File: src/rtl/lzc_norm_pipe.sv
// Two-stage leading-zero/one counter and left-normaliser with valid/ready flow control.
// S1 holds the operand plus its count and zero flag; S2 holds the shifted result.
module lzc_norm_pipe #(
  parameter int WIDTH = 64,
  parameter int TAG_W = 4,
  localparam int CW = $clog2(WIDTH)
) (
  input  logic             clk,
  input  logic             rst,
  input  logic             in_valid,
  output logic             in_ready,
  input  logic [WIDTH-1:0] in_data,
  input  logic             in_invert,
  input  logic [TAG_W-1:0] in_tag,
  output logic             out_valid,
  input  logic             out_ready,
  output logic [WIDTH-1:0] out_norm,
  output logic [CW-1:0]    out_count,
  output logic             out_zero,
  output logic [TAG_W-1:0] out_tag
);

  if (WIDTH < 8 || WIDTH > 128 || (WIDTH & (WIDTH - 1)) != 0) begin : g_bad_width
    $error("lzc_norm_pipe: WIDTH must be a power of two in 8..128");
  end

  logic [WIDTH-1:0] eff;
  assign eff = in_invert ? ~in_data : in_data;

  // Level gi holds WIDTH>>gi nodes, each covering 2**gi bits with a gi-bit count.
  for (genvar gi = 1; gi <= CW; gi++) begin : g_lvl
    localparam int N = WIDTH >> gi;
    logic [N-1:0]    v;
    logic [N*gi-1:0] c;
    for (genvar gj = 0; gj < N; gj++) begin : g_node
      if (gi == 1) begin : g_leaf
        assign v[gj] = eff[2*gj+1] | eff[2*gj];
        assign c[gj] = ~eff[2*gj+1];
      end else begin : g_merge
        logic          vh, vl;
        logic [gi-2:0] ch, cl;
        assign vh = g_lvl[gi-1].v[2*gj+1];
        assign vl = g_lvl[gi-1].v[2*gj];
        assign ch = g_lvl[gi-1].c[(2*gj+1)*(gi-1) +: (gi-1)];
        assign cl = g_lvl[gi-1].c[(2*gj)*(gi-1) +: (gi-1)];
        assign v[gj] = vh | vl;
        assign c[gj*gi +: gi] = vh ? {1'b0, ch} : {1'b1, cl};
      end
    end
  end

  logic             s1_valid_q;
  logic [WIDTH-1:0] s1_data_q;
  logic [CW-1:0]    s1_count_q, s1_count_d;
  logic             s1_zero_q, s1_zero_d;
  logic [TAG_W-1:0] s1_tag_q;
  logic             out_valid_q;
  logic [WIDTH-1:0] out_norm_q, out_norm_d;
  logic [CW-1:0]    out_count_q;
  logic             out_zero_q;
  logic [TAG_W-1:0] out_tag_q;

  logic s2_free, s1_adv, in_fire;

  // An all-zero operand reports count 0 so that S2 passes it through unshifted.
  assign s1_zero_d  = ~g_lvl[CW].v[0];
  assign s1_count_d = s1_zero_d ? '0 : g_lvl[CW].c;
  assign out_norm_d = s1_data_q << s1_count_q;

  assign s2_free  = !out_valid_q || out_ready;
  assign s1_adv   = s1_valid_q && s2_free;
  assign in_ready = !s1_valid_q || s2_free;
  assign in_fire  = in_valid && in_ready;

  always_ff @(posedge clk or posedge rst) begin
    if (rst) begin
      s1_valid_q  <= 1'b0;
      s1_data_q   <= '0;
      s1_count_q  <= '0;
      s1_zero_q   <= 1'b0;
      s1_tag_q    <= '0;
      out_valid_q <= 1'b0;
      out_norm_q  <= '0;
      out_count_q <= '0;
      out_zero_q  <= 1'b0;
      out_tag_q   <= '0;
    end else begin
      if (in_fire) begin
        s1_valid_q <= 1'b1;
        s1_data_q  <= in_data;
        s1_count_q <= s1_count_d;
        s1_zero_q  <= s1_zero_d;
        s1_tag_q   <= in_tag;
      end else if (s1_adv) begin
        s1_valid_q <= 1'b0;
      end
      if (s2_free) begin
        out_valid_q <= s1_valid_q;
        if (s1_valid_q) begin
          out_norm_q  <= out_norm_d;
          out_count_q <= s1_count_q;
          out_zero_q  <= s1_zero_q;
          out_tag_q   <= s1_tag_q;
        end
      end
    end
  end

  assign out_valid = out_valid_q;
  assign out_norm  = out_norm_q;
  assign out_count = out_count_q;
  assign out_zero  = out_zero_q;
  assign out_tag   = out_tag_q;

endmodule

File: config.mk
export PLATFORM = sky130hd
export DESIGN_NAME = lzc_norm_pipe
export DESIGN_NICKNAME = d
export VERILOG_FILES = /design/src/rtl/lzc_norm_pipe.sv
export SDC_FILE = /design/constraint.sdc
export NUM_CORES = 1
export LEC_CHECK = 0
export ABC_AREA = 1
export CORE_ASPECT_RATIO = 0.6
export CORE_MARGIN = 2
export CORE_UTILIZATION = 45
export CTS_CLUSTER_SIZE = 28
export DETAILED_ROUTE_END_ITERATION = 12
export PLACE_DENSITY = 0.77
export SLEW_MARGIN = 0
export SYNTH_ARGS = -nofsm -noshare
export SYNTH_HDL_FRONTEND = slang
export SYNTH_SLANG_ARGS = --single-unit
File: constraint.sdc
create_clock -name clk -period 12.4 [get_ports clk]
set_input_delay 1.86 -clock clk [delete_from_list [all_inputs] [get_ports clk]]
set_output_delay 1.86 -clock clk [all_outputs]
set_load 0.005 [all_outputs]
==> flow_summary.toml <==
[synthesis]
synthDistinctLibCells = 35
synth_seq_cells = 152
yosysWarnings = 0
avgSynthCellArea_um2 = 6.18
synth_top_area_cell = "dfrtp_1"
ys.flop_type = "dfrtp_1"
synthTopCellsByArea = "dfrtp_1, nand2_1, nand3_1"
seq_area_frac_synth = 0.351
synthCells = 1751
synth_enable_flop_cells = 0
syn_nets = 1824
ys_async_sr_fraction = 1.00
netlist_area_um2 = 10800
synth_top_area_frac = 0.351

[hold_path]
hold_path_class = "reg2reg"

[cells_and_area]
layout_commonest_cell = "nand2_1"
fin_util = 0.555
layout_common_cells = "nand2_1, nand3_1, o21ai_0"
antennaDiodeCount = 0
drive_above_1_share = 0.0583
fillers = 2305
area_delta_synth_final_pct = 19.6
layout.nets = 1895

[sta]
slew_headroom = 0.244
finalSetupViolCount = 0
setup_tns_ns = 0
grt_setup_unrepaired = "false"
fmax_mhz = 203
drv_slew = 0
finClkSkew_ns = 0.0120
hold_viol_final = 0
worstMarginPinSlew_ns = 1.13
period_minus_slack_ns = 4.92
finalCritPeriodShare = 0.397

[place]
place_hpwl_um = 25300
place.gp.congestion = 0.955
port_buffers = 149

[setup_path]
critical_path.most_common_cell = "clkdlybuf4s50_1"
crit_required_ns = 10.54
critPathKind = "in2out"
critPathSlowestCell = "clkdlybuf4s50_1"
path_max_fanout = 3
timing.critical_path.arrival_ns = 3.06
setup.worst_path.start_class = "input pin"
cp-end-kind = "output pin"
crit_family = "buffers and inverters"
crit_chain = "clkdlybuf4s50_1 > inv_1 > nand3_1 > clkdlybuf4s50_1"
max_stage_delay_ns = 0.54
cp.buffers_inverters = 3

[route]
drt-total-wl_um = 33900
avgRoutedWirePerCell_um = 15.8
drc = 0
vias = 11500
drt_iter0_drc = 1229
drtAntennaViolNets = 0
detail_route.first_pass.iterations = 7
routed_via_density = 5.35

[flow_run]
cap_violations = 0

[floorplanning]
die_h_um = 124
pin_count = 150
fp.coreArea_um2 = 23300
die_w_um = 204
rows = 43
die_area_um2 = 25400
start_util = 0.464

[global_routing]
grt_pass1_wl_um = 54700
antenna_found_initial = 0
grt_overflow_total = 0
grt_max_degree = 117
grt_pass1_vias = 10500
grt.total_usage = 0.276

[clock_network]
clockBufferDepth = 2
numCtsBuffers = 17
clk_pin_slew_ns = 0.07
clockRootBuffer = "clkbuf_16"
cts_num_sinks = 152
h-tree-depth = 4
cts_tree = "yes"
postCtsSetupRepairBufs = 0
cts_hold_buf = 0
cts-resized-gates = 0
clock_latency_ns = 0.44

[power_and_ir_drop]
peakVddDrop_uv = 100
swShare = 0.376
clock_power_share = 0.264
p_comb_frac = 0.397
power_frac_seq = 0.338
p_leak_nw = 6.36
p_sw_mw = 0.787
powerDensity_nw_per_um2 = 162
power.internal_mw = 1.31

[outcome]
status = "completed"
==> power groups by stage <==
stage | sequential [mW] | clock (mW) | combinational [mW]
after global routing | 0.723 | 0.584 | 0.935
after CTS | 0.708 | 0.561 | 0.826
final | 0.708 | 0.554 | 0.832
after detailed placement | 0.714 | 0 | 0.821
after global placement | 0.713 | 0 | 0.808
after floorplan | 0.702 | 0 | 0.454
==> per-layer routing <==
layer | share of wire | track usage | up-vias
met5 | 0 | 0 | -
met4 | 0.016 | 0.0648 | 0
met3 | 0.090 | 0.0877 | 49
met2 | 0.42 | 0.414 | 399
met1 | 0.47 | 0.389 | 5304
li1 | - | - | 5748
==> tightest hold or removal path: cells and delay by family (launching register included) <==
kind          cells  cell delay, ns
flops             1            0.34
simple gates      2            0.11
==> synthesized netlist by cell type (all sizes together) (8+ instances only) <==
cell type	n
buf	50
and2	10
nand3	227
o211ai	18
xnor2	8
dfrtp	152
clkbuf	60
o21ai	180
inv	97
nor2	94
or2	19
a21oi	33
nand2	782
==> cell type report <==
cell class | instances | area, um^2 | area share
timing repair buffer | 162 | 1580 | 0.122
sequential | 152 | 3800 | 0.294
tap | 315 | 394 | 0.0304
clock inverter | 13 | 171 | 0.0132
clock buffer | 19 | 453 | 0.0350
multi-input combinational | 1392 | 6170 | 0.477
inverter | 97 | 374 | 0.0289
==> sequential cells by signal (all words and copies together) (netlist names) <==
| register | cells |
|---|---|
| out_count | 6 |
| out_norm | 64 |
| out_tag | 4 |
| out_valid | 1 |
| out_zero | 1 |
| s1_count_q | 6 |
| s1_data_q | 64 |
| s1_tag_q | 4 |
| s1_valid_q | 1 |
| s1_zero_q | 1 |
==> per-stage QoR <==
stage                     power (mW)  std cells  setup slack [ns]  hold slack (ns)  area [um^2]
after floorplan                 1.16       1751              6.45            0.445        10800
final                           2.09       2150              7.48            0.482        13000
after CTS                       2.10       2150              7.47            0.484        13000
after global routing            2.24       2150              7.43            0.506        13000
after global placement          1.52       2118              7.46            0.466        12300
after detailed placement        1.53       2118              7.48            0.469        12300
==> logic make-up (layout without fill, tap and decap cells) <==
| kind of cell | after synthesis | in the layout | synth area share |
|---|---|---|---|
| AO/OA/AOI/OAI | 246 | 246 | 0.122 |
| XOR/XNOR | 9 | 9 | 0.00728 |
| buffers and inverters | 207 | 291 | 0.0803 |
| flip-flops | 152 | 152 | 0.351 |
| multiplexers | 2 | 2 | 0.00196 |
| AND/OR/NAND/NOR | 1135 | 1135 | 0.437 |
==> final timing paths <==
kind / startpoint / end / slack (ns) / depth (start not counted)
setup / recovery: out_ready / in_ready / 7.48 / 4
hold / removal: out_norm[20]$_DFFE_PP0P_ / out_norm[20]$_DFFE_PP0P_ / 0.48 / 2
setup reg to reg: s1_count_q[0]$_DFFE_PP0P_ / out_norm[41]$_DFFE_PP0P_ / 9.36 / 12
hold reg to reg: out_norm[20]$_DFFE_PP0P_ / out_norm[20]$_DFFE_PP0P_ / 0.48 / 2
max in group asynchronous: rst / s1_count_q[3]$_DFFE_PP0P_ / 9.03 / 3
min in group asynchronous: rst / out_norm[8]$_DFFE_PP0P_ / 1.95 / 2
(Power assumes the default switching activity.)
